[src/rtl/led_pattern_if.sv]
// Pattern-generator control and LED drive bundle: mode/pause in, led/step out.
interface led_pattern_if #(
   parameter int unsigned NUM_LEDS = 6
);
   logic [1:0]          mode;
   logic                pause;
   logic [NUM_LEDS-1:0] led;
   logic                step;

   modport master (output mode, output pause, input led, input step);
   modport slave  (input mode, input pause, output led, output step);
endinterface

[src/rtl/led_pattern_gen.sv]
// LED pattern generator: exact-period prescaler driving binary, scan, breathing
// and alternate-flash patterns with pause, polarity select and step strobe.
module led_pattern_gen #(
   parameter int unsigned TICK_CYCLES   = 27000000,
   parameter int unsigned BREATH_CYCLES = 52734,
   parameter int unsigned NUM_LEDS      = 6,
   parameter int unsigned PWM_BITS      = 8,
   parameter bit          ACTIVE_LOW    = 1'b1
) (
   input  logic           clk,
   input  logic           rst,
   led_pattern_if.slave   bus
);

   function automatic logic [NUM_LEDS-1:0] even_bits();
      logic [NUM_LEDS-1:0] m;
      m = '0;
      for (int i = 0; i < int'(NUM_LEDS); i += 2) m[i] = 1'b1;
      return m;
   endfunction

   localparam int unsigned MAX_CYCLES = (TICK_CYCLES > BREATH_CYCLES) ? TICK_CYCLES : BREATH_CYCLES;
   localparam int unsigned PCNT_W     = $clog2(MAX_CYCLES);
   localparam int unsigned POS_W      = $clog2(NUM_LEDS);

   localparam logic [PCNT_W-1:0]   TICK_LAST   = PCNT_W'(TICK_CYCLES - 1);
   localparam logic [PCNT_W-1:0]   BREATH_LAST = PCNT_W'(BREATH_CYCLES - 1);
   localparam logic [POS_W-1:0]    POS_LAST    = POS_W'(NUM_LEDS - 1);
   localparam logic [PWM_BITS-1:0] DUTY_MAX    = '1;
   localparam logic [NUM_LEDS-1:0] POL_MASK    = {NUM_LEDS{ACTIVE_LOW}};
   localparam logic [NUM_LEDS-1:0] EVEN_MASK   = even_bits();

   typedef enum logic [1:0] {
      MODE_BINARY  = 2'd0,
      MODE_SCAN    = 2'd1,
      MODE_BREATHE = 2'd2,
      MODE_ALT     = 2'd3
   } mode_t;

   typedef enum logic {
      DIR_UP   = 1'b0,
      DIR_DOWN = 1'b1
   } dir_t;

   mode_t               mode_q, mode_q_n;
   logic [PCNT_W-1:0]   pcnt, pcnt_n;
   logic [NUM_LEDS-1:0] count, count_n;
   logic [POS_W-1:0]    pos, pos_n;
   dir_t                scan_dir, scan_dir_n;
   logic [PWM_BITS-1:0] duty, duty_n;
   dir_t                duty_dir, duty_dir_n;
   logic                phase, phase_n;
   logic [PWM_BITS-1:0] pwm, pwm_n;
   logic                step_n;
   logic [NUM_LEDS-1:0] led_n;
   logic [NUM_LEDS-1:0] pattern;
   logic [PCNT_W-1:0]   tc_last;
   logic                mode_change;

   always_ff @(posedge clk) begin
      if (rst) begin
         mode_q   <= mode_t'(bus.mode);
         pcnt     <= '0;
         count    <= '0;
         pos      <= '0;
         scan_dir <= DIR_UP;
         duty     <= '0;
         duty_dir <= DIR_UP;
         phase    <= 1'b0;
         pwm      <= '0;
         bus.step <= 1'b0;
         bus.led  <= POL_MASK;
      end else begin
         mode_q   <= mode_q_n;
         pcnt     <= pcnt_n;
         count    <= count_n;
         pos      <= pos_n;
         scan_dir <= scan_dir_n;
         duty     <= duty_n;
         duty_dir <= duty_dir_n;
         phase    <= phase_n;
         pwm      <= pwm_n;
         bus.step <= step_n;
         bus.led  <= led_n;
      end
   end

   always_comb begin
      mode_q_n    = mode_t'(bus.mode);
      pcnt_n      = pcnt;
      count_n     = count;
      pos_n       = pos;
      scan_dir_n  = scan_dir;
      duty_n      = duty;
      duty_dir_n  = duty_dir;
      phase_n     = phase;
      pwm_n       = pwm + PWM_BITS'(1);
      step_n      = 1'b0;
      pattern     = '0;
      mode_change = (mode_t'(bus.mode) != mode_q);
      tc_last     = (mode_q == MODE_BREATHE) ? BREATH_LAST : TICK_LAST;

      // A mode change restarts everything and suppresses a coincident step.
      if (mode_change) begin
         pcnt_n     = '0;
         count_n    = '0;
         pos_n      = '0;
         scan_dir_n = DIR_UP;
         duty_n     = '0;
         duty_dir_n = DIR_UP;
         phase_n    = 1'b0;
      end else if (!bus.pause) begin
         if (pcnt == tc_last) begin
            pcnt_n = '0;
            step_n = 1'b1;
            unique case (mode_q)
               MODE_BINARY: count_n = count + NUM_LEDS'(1);
               MODE_SCAN: begin
                  if (scan_dir == DIR_UP) begin
                     if (pos == POS_LAST) begin
                        scan_dir_n = DIR_DOWN;
                        pos_n      = pos - POS_W'(1);
                     end else begin
                        pos_n = pos + POS_W'(1);
                     end
                  end else begin
                     if (pos == '0) begin
                        scan_dir_n = DIR_UP;
                        pos_n      = pos + POS_W'(1);
                     end else begin
                        pos_n = pos - POS_W'(1);
                     end
                  end
               end
               MODE_BREATHE: begin
                  if (duty_dir == DIR_UP) begin
                     if (duty == DUTY_MAX) begin
                        duty_dir_n = DIR_DOWN;
                        duty_n     = duty - PWM_BITS'(1);
                     end else begin
                        duty_n = duty + PWM_BITS'(1);
                     end
                  end else begin
                     if (duty == '0) begin
                        duty_dir_n = DIR_UP;
                        duty_n     = duty + PWM_BITS'(1);
                     end else begin
                        duty_n = duty - PWM_BITS'(1);
                     end
                  end
               end
               MODE_ALT: phase_n = ~phase;
            endcase
         end else begin
            pcnt_n = pcnt + PCNT_W'(1);
         end
      end

      unique case (mode_q)
         MODE_BINARY:  pattern = count;
         MODE_SCAN:    pattern = NUM_LEDS'(1) << pos;
         MODE_BREATHE: pattern = {NUM_LEDS{pwm < duty}};
         MODE_ALT:     pattern = phase ? ~EVEN_MASK : EVEN_MASK;
      endcase
      led_n = pattern ^ POL_MASK;
   end

endmodule

[src/flat_wrapper.sv]
// flat-port wrapper written by rule: the top's interface ports become plain ports
module led_pattern_gen_flat 
#(
   parameter int unsigned TICK_CYCLES   = 27000000,
   parameter int unsigned BREATH_CYCLES = 52734,
   parameter int unsigned NUM_LEDS      = 6,
   parameter int unsigned PWM_BITS      = 8,
   parameter bit          ACTIVE_LOW    = 1'b1
)
  (clk, rst, bus_mode, bus_pause, bus_led, bus_step);
  led_pattern_if #(.NUM_LEDS(NUM_LEDS)) bus_i ();
  input  logic clk;
  input  logic rst;
  input wire logic [$bits(bus_i.mode)-1:0] bus_mode;
  input wire logic [$bits(bus_i.pause)-1:0] bus_pause;
  output wire logic [$bits(bus_i.led)-1:0] bus_led;
  output wire logic [$bits(bus_i.step)-1:0] bus_step;
  assign bus_i.mode = bus_mode;
  assign bus_i.pause = bus_pause;
  assign bus_led = bus_i.led;
  assign bus_step = bus_i.step;
  led_pattern_gen #(.TICK_CYCLES(TICK_CYCLES), .BREATH_CYCLES(BREATH_CYCLES), .NUM_LEDS(NUM_LEDS), .PWM_BITS(PWM_BITS), .ACTIVE_LOW(ACTIVE_LOW)) u_core (.clk(clk), .rst(rst), .bus(bus_i));
endmodule
[config.mk]
export PLATFORM = sky130hd
export DESIGN_NAME = led_pattern_gen_flat
export DESIGN_NICKNAME = d
export VERILOG_FILES = /design/src/rtl/led_pattern_if.sv /design/src/rtl/led_pattern_gen.sv /design/src/flat_wrapper.sv
export SDC_FILE = /design/constraint.sdc
export NUM_CORES = 1
export LEC_CHECK = 0
export BUFFER_PORTS_ARGS = -buffer_cell sky130_fd_sc_hd__buf_2
export CAP_MARGIN = 20
export CORE_MARGIN = 1
export CORE_UTILIZATION = 50
export CTS_BUF_LIST = sky130_fd_sc_hd__clkbuf_8
export DETAILED_ROUTE_END_ITERATION = 12
export PLACE_DENSITY = 0.72
export REMOVE_ABC_BUFFERS = 1
export SYNTH_ARGS = -nofsm -noshare
export SYNTH_HDL_FRONTEND = slang
export SYNTH_SLANG_ARGS = --single-unit
[constraint.sdc]
create_clock -name clk -period 2.6 [get_ports clk]
set_input_delay 0.52 -clock clk [delete_from_list [all_inputs] [get_ports clk]]
set_output_delay 0.52 -clock clk [all_outputs]
set_load 0.05 [all_outputs]
==> results by group <==
Status
  – Status: completed

Logic synthesis
  – Syn Inst Count: 408
  – Post-synthesis mux area share: 2.08%
  – Largest family of logic cells by synthesized area: simple AND/OR/NAND/NOR gates
  – Post-Synthesis Mean Instance Area: 8.39 sq um
  – Number of synthesized flops with an enable pin: 0
  – Syn Std Cell Area: about 0.0034 sq mm
  – Post-synth top cells: 62 x dfxtp_1, 59 x nor2_1, 30 x xor2_1
  – Xor-xnor portion of the synthesized cell area: 10.5%
  – Post-Synth Simple-Gate Area: 27.7%
  – Seq/Total Area, Yosys: 36.3%
  – Largest area contributor in the netlist: dfxtp_1
  – Top-count cell post-synth: dfxtp_1
  – Top cells by area, synth: dfxtp_1 36%, xor2_1 7.7%, ha_1 6.9%, nor2_1 6.5%, nand3_1 3.8%
  – Post-synth top area share: 36.3%
  – Syn. warnings: 0
  – Ys flop type: dfxtp_1
  – Post-synthesis compound-gate area fraction: 13.0%
  – FF+latch count, synth: 62
  – Post-synthesis cell type count: 51
  – Adder-cell area share of the yosys netlist: 6.94%
  – Fraction of registers with async set/reset: 0%

Setup path
  – Worst Path Max Fanout: 7
  – WP data arrival: 2520 ps
  – CP Class: reg -> reg
  – Worst R2R Start: u_core.pcnt[7]$_SDFFE_PP0N_
  – R2R cell count: 5
  – Critical Path Start Type: flop
  – Worst r2r dst: u_core.duty[4]$_SDFFE_PP0P_
  – Crit path largest cell delay: 510 ps
  – R2R setup slack: ~360 ps
  – Worst path cell trace: or3b_1 > nor4_4 > nand2_2 > or4_1 > a21oi_1
  – CP max stage cell: nor4_4
  – Critical path capture point type: flop
  – Worst Path Required: between 2000 and 3000 ps

Drt
  – Vias: 2994
  – Vias per cell: 5.87
  – DRC: 0
  – First drt pass iteration count: 4
  – DRT iter0 DRCs: 118
  – Routed Antenna Nets: 0
  – DRT Wirelength: 7.36 mm
  – WL/cell: 14.4 microns

Placed design
  – GPL Wtd Cong: 0.908
  – IO Port Bufs: 11
  – HPWL Detailed: 5.35 mm

Finish
  – Area growth, synth to finish: 12.4%
  – Antenna cell count: 0
  – Nets@finish: 452
  – Share of cells above drive strength 1: between 10% and 20%
  – End-of-flow core utilization: 59.3%

Timing
  – Setup TNS: 0 ps
  – Final worst-path cycle share: between 80% and 90%
  – Fin crit period: 2240 ps
  – Fmax achieved: 0.446 GHz
  – RSZ-0062 raised after global routing: no
  – Slew Viols, Final: 0
  – Final hold viol count: 0
  – Slew @ Worst Pin: between 600 and 700 ps
  – # setup viols final: 0
  – Max Clock Skew: 7.44 ps
  – Rel. slew slack: a little over half

Clock network
  – CTS Hold Buffers Added: 0
  – Setup bufs post-CTS: 0
  – Post_cts resized: 0
  – Clock Tree Buf Depth: 2
  – Clk_lat worst skew: between 300 and 400 ps
  – TritonCTS buffer count: 9
  – Root Buffer: clkbuf_8
  – Total number of H-tree levels: 3
  – Worst-path clk slew: approximately 70 ps
  – CTS tree: built
  – CTS Sinks: 62

Pwr
  – Clock share of power: 47.0%
  – Switching Share: 23.3%
  – Internal power: 1.56 mW
  – Pleak: 1.44 nW
  – Logic pwr share: 5.3%
  – Pwr dens: approximately 530 mW/mm^2
  – Reg power frac: around 48%
  – Psw: ~0.47 mW
  – Tot Pwr: ~2 mW
  – Peak supply drop: 0.000281 V

Die
  – Die height: 84.7 microns
  – Initial core utilization: 52.7%
  – # IOs: 12
  – Die area: approximately 0.0072 sq mm
  – Die width: 84.7 microns
  – Core ar.: 0.00649 sq mm
  – Row count: 29

Global routing
  – Initial antenna violation count: 0
  – Gr ovfl total: 0
  – Largest net degree at the start of global routing: 26
  – First-pass GRT wire length: ~13 mm
  – Total track usage: 22.6%
  – Vias in the first global route: 2855

Worst hold path
  – Worst hold endpoint: u_core.mode_q[0]$_DFF_P_
  – Worst hold path class: in -> reg
  – Worst hold path depth: 1
  – Hold path startpoint: bus_mode[0]

Run
  – Max cap viols: 0
power by group through the flow:
stage,combinational (mW),clock [mW],sequential [mW]
5_1_grt,0.120,1.01,0.970
3_5_place_dp,0.108,0,0.991
6_report,0.108,0.955,0.970
2_1_floorplan,0.0438,0,1.01
3_3_place_gp,0.106,0,0.991
4_1_cts,0.108,0.970,0.969
critical path: cells and delay by family (launching register included):
kind	cells	cell delay, ps
AO/OA/AOI/OAI	1	150
AND/OR/NAND/NOR	4	1620
flip-flops	1	400
final cells by class:
type / instances / area [sq um]
Multi-Input combinational cell: 314 / 2060
Clock buffer: 10 / 138
Inverter: 17 / 63.8
Clock inverter: 6 / 85.1
Sequential cell: 62 / 1240
Tap cell: 77 / 96.3
Fill cell: 584 / 2650
Timing Repair Buffer: 24 / 165
per-layer routing:
layer	up-vias	GRT usage [%]	share of wire, %
met5	-	0	0
met4	0	6.32	0.98
met3	10	6.98	4.0
met2	55	36.7	47
met1	1425	29.1	48
li1	1504	-	-
sequential cells by signal, summed over array words and instances, names as in the netlist:
register / cells
u_core.pcnt: 25
u_core.duty: 8
u_core.scan_dir: 1
u_core.pwm: 8
u_core.phase: 1
u_core.count: 6
u_core.pos: 3
u_core.mode_q: 2
u_core.duty_dir: 1
u_core.bus.step: 1
u_core.bus.led: 6
layout by cell type (no fill, tap or decap), types with 8 or more instances in the layout:
| cell type | instances |
|---|---|
| a211oi_1 | 8 |
| a21oi_1 | 19 |
| and3_1 | 9 |
| buf_2 | 11 |
| buf_4 | 12 |
| clkbuf_8 | 10 |
| dfxtp_1 | 62 |
| ha_1 | 19 |
| inv_1 | 17 |
| nand2_1 | 20 |
| nand3_1 | 26 |
| nand4_1 | 13 |
| nor2_1 | 59 |
| nor3_1 | 10 |
| o21ai_0 | 15 |
| xnor2_1 | 11 |
| xor2_1 | 30 |
through the flow:
stage	setup WS, ps	hold WS [ps]	area, sq um	instances
5_1_grt	269	280	3850	510
3_3_place_gp	146	441	3630	494
6_report	360	293	3850	510
3_5_place_dp	93.8	455	3630	494
4_1_cts	339	289	3850	510
2_1_floorplan	323	420	3360	393
how the worst max path moves through the flow:
stage / start / end / cells past startpoint
final: u_core.pcnt[7]$_SDFFE_PP0N_ / u_core.duty[4]$_SDFFE_PP0P_ / 5
after global routing: u_core.pcnt[7]$_SDFFE_PP0N_ / u_core.duty[4]$_SDFFE_PP0P_ / 5
after CTS: u_core.pcnt[7]$_SDFFE_PP0N_ / u_core.duty[4]$_SDFFE_PP0P_ / 5
after detailed placement: bus_pause / u_core.duty[4]$_SDFFE_PP0P_ / 6
after global placement: bus_pause / u_core.duty[4]$_SDFFE_PP0P_ / 6
after floorplan: bus_pause / u_core.pcnt[0]$_SDFFE_PP0N_ / 5
cells by family (layout without fill, tap and decap cells):
logic type,count (synthesis),in the layout
and+or+nand+nor,180,180
DFF,62,62
AOI/OAI and AO/OA,67,67
adders and majority gates,19,19
muxes,7,7
buffers and inverters,32,57
xor gates and xnor gates,41,41
(Power assumes the default switching activity.)
